$ cat config.mk
export PLATFORM = sky130hd
export DESIGN_NAME = out_port_fifo
export DESIGN_NICKNAME = d
export VERILOG_FILES = /design/src/rtl/out_port_fifo.sv
export SDC_FILE = /design/constraint.sdc
export NUM_CORES = 1
export LEC_CHECK = 0
export ABC_AREA = 1
export BUFFER_PORTS_ARGS = -buffer_cell sky130_fd_sc_hd__buf_2
export CAP_MARGIN = 20
export CORE_MARGIN = 1
export CORE_UTILIZATION = 30
export CTS_BUF_LIST = sky130_fd_sc_hd__clkbuf_4
export DETAILED_ROUTE_END_ITERATION = 10
export MAX_ROUTING_LAYER = met4
export PLACE_DENSITY = 0.52
export SYNTH_ARGS = -nofsm -noshare
export SYNTH_HDL_FRONTEND = slang
export SYNTH_SLANG_ARGS = --single-unit
$ cat constraint.sdc
create_clock -name clk -period 3.49 [get_ports clk]
set_input_delay 0.1745 -clock clk [delete_from_list [all_inputs] [get_ports clk]]
set_output_delay 0.1745 -clock clk [all_outputs]
set_load 0.005 [all_outputs]
$ cat src/rtl/out_port_fifo.sv
// Output-port FIFO between the FP core and an external peripheral.
// Captures {addr, data} on every core strobe and drains them over valid/ready; writes into a full FIFO are dropped and counted.
module out_port_fifo #(
  parameter  int unsigned NBMANT = 16,
  parameter  int unsigned NBEXPO = 6,
  parameter  int unsigned NUIOOU = 8,
  parameter  int unsigned FDEPTH = 4,
  localparam int unsigned AW     = (NUIOOU > 1) ? $clog2(NUIOOU) : 1,
  localparam int unsigned DW     = NBMANT + NBEXPO + 1,
  localparam int unsigned CW     = FDEPTH + 1
) (
  input  logic          clk,
  input  logic          rst,
  input  logic          out_en,
  input  logic [AW-1:0] addr_out,
  input  logic [DW-1:0] data_out,
  output logic          m_valid,
  input  logic          m_ready,
  output logic [AW-1:0] m_addr,
  output logic [DW-1:0] m_data,
  output logic [CW-1:0] level,
  output logic          full,
  output logic          ovf,
  input  logic          ovf_clr,
  output logic [7:0]    drop_cnt
);

  localparam int unsigned D = 2 ** FDEPTH;

  typedef struct packed {
    logic [AW-1:0] addr;
    logic [DW-1:0] data;
  } entry_t;

  entry_t            r_mem [D];
  logic [FDEPTH-1:0] r_wp;
  logic [FDEPTH-1:0] r_rp;
  logic [CW-1:0]     r_count;
  logic              r_ovf;
  logic [7:0]        r_drop_cnt;

  logic   w_full;
  logic   w_pop;
  logic   w_blocked;
  logic   w_push;
  logic   w_drop;
  entry_t w_head;

  // A full FIFO still accepts a write when the head leaves in the same cycle.
  always_comb begin
    w_full    = (r_count == CW'(D));
    w_pop     = (r_count != '0) && m_ready;
    w_blocked = w_full && !w_pop;
    w_push    = out_en && !w_blocked;
    w_drop    = out_en && w_blocked;
    w_head    = r_mem[r_rp];
  end

  // Storage array is deliberately left without reset.
  always_ff @(posedge clk) begin
    if (w_push) begin
      r_mem[r_wp] <= '{addr: addr_out, data: data_out};
    end
  end

  always_ff @(posedge clk or posedge rst) begin
    if (rst) begin
      r_wp    <= '0;
      r_rp    <= '0;
      r_count <= '0;
    end else begin
      if (w_push) begin
        r_wp <= r_wp + FDEPTH'(1);
      end
      if (w_pop) begin
        r_rp <= r_rp + FDEPTH'(1);
      end
      case ({w_push, w_pop})
        2'b10:   r_count <= r_count + CW'(1);
        2'b01:   r_count <= r_count - CW'(1);
        default: r_count <= r_count;
      endcase
    end
  end

  // Overflow bookkeeping: a drop in the clearing cycle takes priority.
  always_ff @(posedge clk or posedge rst) begin
    if (rst) begin
      r_ovf      <= 1'b0;
      r_drop_cnt <= '0;
    end else if (w_drop) begin
      r_ovf <= 1'b1;
      if (ovf_clr) begin
        r_drop_cnt <= 8'd1;
      end else if (r_drop_cnt != 8'hFF) begin
        r_drop_cnt <= r_drop_cnt + 8'd1;
      end
    end else if (ovf_clr) begin
      r_ovf      <= 1'b0;
      r_drop_cnt <= '0;
    end
  end

  always_comb begin
    m_valid  = (r_count != '0);
    m_addr   = w_head.addr;
    m_data   = w_head.data;
    level    = r_count;
    full     = w_full;
    ovf      = r_ovf;
    drop_cnt = r_drop_cnt;
  end

endmodule

==> implementation parameters <==
Parameter                              Value

Critical path
  Crit path max fanout ... between 70 and 80
  Crit path buffers/inverters ... 3
  Slowest stage delay, CP ... 0.58 ns
  Category of the critical setup timing path ... reg2out
  Ordered cell list for the critical path ... inv_4 -> buf_12 -> nor2_1 -> nor2_1 -> o21ai_0 -> nand3_1 -> nand3_1 -> nand2_1 -> buf_2
  Critical path startpoint ... r_rp[0]
  Kind of cell adding the most delay to the critical path ... buffers and inverters
  Cell count of the worst reg-to-reg path ... 8
  WP depth ... 9
  Critical path endpoint category ... output port
  Required time of the critical path ... 3.32 ns
  Critical-path cell with the highest stage delay ... sky130_fd_sc_hd__dfrtp_4
  Startpoint class of the critical path ... register
  Launching point of the worst reg2reg path ... level[0]
  Data arrival time of the critical path ... roughly 3.0 ns

CTS
  CTS Root Buffer Type ... sky130_fd_sc_hd__clkbuf_4
  Total number of H-tree levels ... 3
  Clock buffers created by TritonCTS ... 110
  Insertion delay to the later sink of the worst-skew pair ... 0.85 ns
  Number of instances resized during post-cts repair ... 0
  CTS max path bufs ... 3
  TritonCTS clock tree ... yes
  Clock transition time at the flip-flop clock pins of the worst setup and hold paths ... 0.07 ns
  Number of setup buffers added after CTS ... 0
  Hold-fix buffers at CTS ... 33
  Number of sinks on the clock net ... approximately 440

Synth
  Proportion of synthesized area in mux cells ... 0%
  Main area contributors after synthesis ... sky130_fd_sc_hd__edfxtp_1 70%, sky130_fd_sc_hd__nor2_1 7.3%, sky130_fd_sc_hd__nand3_1 5.0%, sky130_fd_sc_hd__o21ai_0 4.2%, sky130_fd_sc_hd__dfrtp_1 3.1%
  Netlist area before placement ... 17,900 µm²
  Yosys synthesis warning count ... 0
  Share of synthesized cell area in full adder, half adder and majority cells ... less than 1%
  Cell taking the most area after synthesis ... sky130_fd_sc_hd__edfxtp_1
  Number of distinct library cell variants in the gate-level netlist after synthesis ... 27
  Basic-gate share of the synthesized area counting and, or, nand and nor cells ... 15.4%
  Seq/Total Area, Yosys ... 72.7%
  Post-synthesis share of cell area spent on xor and xnor gates ... 0.537%
  Synth Net Count ... 1,537
  Compound-Gate Fraction of Synth Area ... 6.59%
  Share of Yosys cell area claimed by the top area cell type ... 69.7%
  Dominant combinational cell family by area after synthesis ... simple AND/OR/NAND/NOR gates
  Average size of a mapped cell ... 12.0 µm²
  Count of state elements after synthesis ... 438
  Cell count after synthesis ... 1,495

Pwr
  Static leakage ... between 7 and 8 nW
  Psw ... 6.30 mW
  Combinational fraction of design power ... 34.5%
  Internal power contribution ... ~10 mW
  Reg power frac ... 39.1%
  Clock Power Share ... 26.4%
  Power density normalized to cell area ... 793 nW/µm²
  Switching share of total power ... 37.9%
  Worst vdd rail ir drop ... 0.392 mV

Placement
  Port-buffer cells ... 72
  Number of cells in the design after placement ... 2,276
  Detailed placer's ending HPWL ... 26.0 mm
  Gp weighted congestion ... 0.779

Floorplanning
  Chip width ... 246 µm
  Height of the chip ... about 250 µm
  I/O pin cnt ... 73
  Number of placement rows ... 89
  Total core area ... 59,000 µm²
  Die area ... 60,800 µm²
  Starting density of the core ... 30.4%

Routing
  Initial DRT Pass Iterations ... 5
  Via count normalized by instance count ... 4.69
  Routed wirelength normalized by instance count ... 18.7 µm
  Via count ... 11,800
  Antenna Violating Nets Remaining ... 0
  DRC errors left ... 0
  Total detailed-routing wirelength ... around 47 mm
  DRC violation total after the first TritonRoute iteration ... 940

Global route
  Wire length of the first global-routing pass ... slightly above 70 mm
  Via count of the first global-routing pass ... 12,100
  Pin count of the biggest net entering global routing ... 151
  Initial antenna violation count ... 2
  GRT Overall Usage ... 16.2%
  Overflow after GRT ... 0

Cells and area
  # fillers ... 5,857
  Syn-to-layout area delta ... 16.8%
  Final Non-Filler Cells ... 2,512
  Total number of nets in the final design ... 1,690
  Ratio of cells with drive above 1 in the final layout ... 17.1%

Timing
  Post-route setup TNS ... 0 ns
  Max-slew headroom ... between 20% and 30%
  Clock tree skew after final layout ... 0.0399 ns
  RSZ-0062 raised after global routing ... false
  Peak clock frequency supported by timing ... 319 MHz
  Count of endpoints failing hold in the final timing report ... 0
  Crit path time final ... 3.14 ns
  Setup-violating endpoint count in the final report ... 0
  Transition at the pin with the smallest max-transition slack ... around 1.1 ns
  Count of pins over their slew limit ... 0
  Post-route fraction of the period consumed by the critical path ... roughly 90%

Min path
  Path category of the worst min-delay check ... in2async

Run status
  Status ... completed

Job
  Max Cap Viol ... 0
power groups by stage:
stage	Combinational, mW	Clock, mW	Sequential [mW]
5_1_grt	6.46	4.79	6.53
3_5_place_dp	5.83	0	6.60
2_1_floorplan	3.74	0	6.54
3_3_place_gp	5.83	0	6.59
6_report	5.73	4.38	6.49
4_1_cts	5.88	4.52	6.49
cell usage after synthesis:
library cell / n
sky130_fd_sc_hd__buf_6: 4
sky130_fd_sc_hd__clkbuf_1: 24
sky130_fd_sc_hd__nand3_1: 178
sky130_fd_sc_hd__ha_1: 10
sky130_fd_sc_hd__buf_8: 2
sky130_fd_sc_hd__nand2_1: 122
sky130_fd_sc_hd__buf_4: 3
sky130_fd_sc_hd__buf_1: 11
sky130_fd_sc_hd__fa_1: 1
sky130_fd_sc_hd__o211ai_1: 42
sky130_fd_sc_hd__xnor2_1: 3
sky130_fd_sc_hd__o21ai_0: 150
sky130_fd_sc_hd__nor2_2: 13
sky130_fd_sc_hd__o21ai_1: 21
sky130_fd_sc_hd__nand4_1: 1
sky130_fd_sc_hd__nor2_1: 347
sky130_fd_sc_hd__inv_4: 1
sky130_fd_sc_hd__nand3b_1: 3
sky130_fd_sc_hd__dfrtp_1: 22
sky130_fd_sc_hd__inv_2: 2
sky130_fd_sc_hd__clkinv_1: 1
sky130_fd_sc_hd__edfxtp_1: 416
sky130_fd_sc_hd__xor2_1: 8
sky130_fd_sc_hd__buf_2: 43
sky130_fd_sc_hd__inv_1: 64
sky130_fd_sc_hd__nor3_1: 1
sky130_fd_sc_hd__a21oi_1: 2
worst register-to-register path, stage by stage (launching register included):
cell and delay [ns]:
sky130_fd_sc_hd__dfrtp_1 0.43, sky130_fd_sc_hd__nor2_1 0.19, sky130_fd_sc_hd__nand4_1 0.14, sky130_fd_sc_hd__nor2_2 0.17, sky130_fd_sc_hd__dlygate4sd3_1 0.66, sky130_fd_sc_hd__nand2_1 0.23, sky130_fd_sc_hd__nand2_1 0.12, sky130_fd_sc_hd__nand3_1 0.06
sky130_fd_sc_hd__dlygate4sd3_1 0.55
logic make-up (layout without fill, tap and decap cells):
kind of cell,after synthesis,after routing
simple gates,665,665
compound gates,215,215
flops,438,438
xor+xnor,11,11
buf+inv,155,397
other cells,0,2
fa+ha+maj,11,11
sequential cells by signal, indices dropped and copies added (netlist names):
name	count
drop_cnt	8
level	5
ovf	1
r_mem	416
r_rp	4
r_wp	4
worst paths after layout:
path                                to  slack (ns)
min in group clk           drop_cnt[4]        0.18
max in group asynchronous      r_rp[0]        2.76
min reg2reg                        ovf        0.50
min                        drop_cnt[0]        0.07
max reg2reg                drop_cnt[0]        0.85
max                          m_addr[0]        0.35
cell usage in the layout, fill, tap and decap left out, types with 37 or more instances in the layout:
master / count
sky130_fd_sc_hd__buf_2: 72
sky130_fd_sc_hd__clkbuf_4: 153
sky130_fd_sc_hd__clkinv_1: 37
sky130_fd_sc_hd__edfxtp_1: 416
sky130_fd_sc_hd__inv_1: 63
sky130_fd_sc_hd__nand2_1: 122
sky130_fd_sc_hd__nand3_1: 178
sky130_fd_sc_hd__nor2_1: 331
sky130_fd_sc_hd__o211ai_1: 42
sky130_fd_sc_hd__o21ai_0: 150
metal layers:
layer  track usage (%)  up-vias  part of all wire (%)
met4              5.07        0                   2.1
met1              20.8     5758                    46
met5                 -        -                     0
li1                  -     5649                     -
met2              25.7      296                    48
met3              3.40       75                   4.7
final cells by class:
class                           count  area, µm²  area share, %
Sequential cell                   438      13100           62.3
Multi-Input combinational cell    902       4310           20.6
Clock buffer                      153       1150           5.49
Tap cell                          773        967           4.62
Timing Repair Buffer              128        926           4.42
Clock inverter                     48        273           1.30
Inverter                           68        260           1.24
Antenna cell                        2       5.00         0.0239
stage by stage:
stage          setup slack (ns)  util [%]  hold WS (ns)  power (mW)  instance area [µm²]
2_1_floorplan              1.03         -         0.164        10.3                17900
3_3_place_gp              0.997      32.5         0.412        12.4                19200
3_5_place_dp              0.942      32.5         0.433        12.4                19200
4_1_cts                   0.265      35.5       0.00542        16.9                20900
5_1_grt                   0.103      35.5        0.0894        17.8                20900
6_report                  0.350      35.5        0.0665        16.6                20900
No activity file was read; power rests on OpenSTA's default activity.
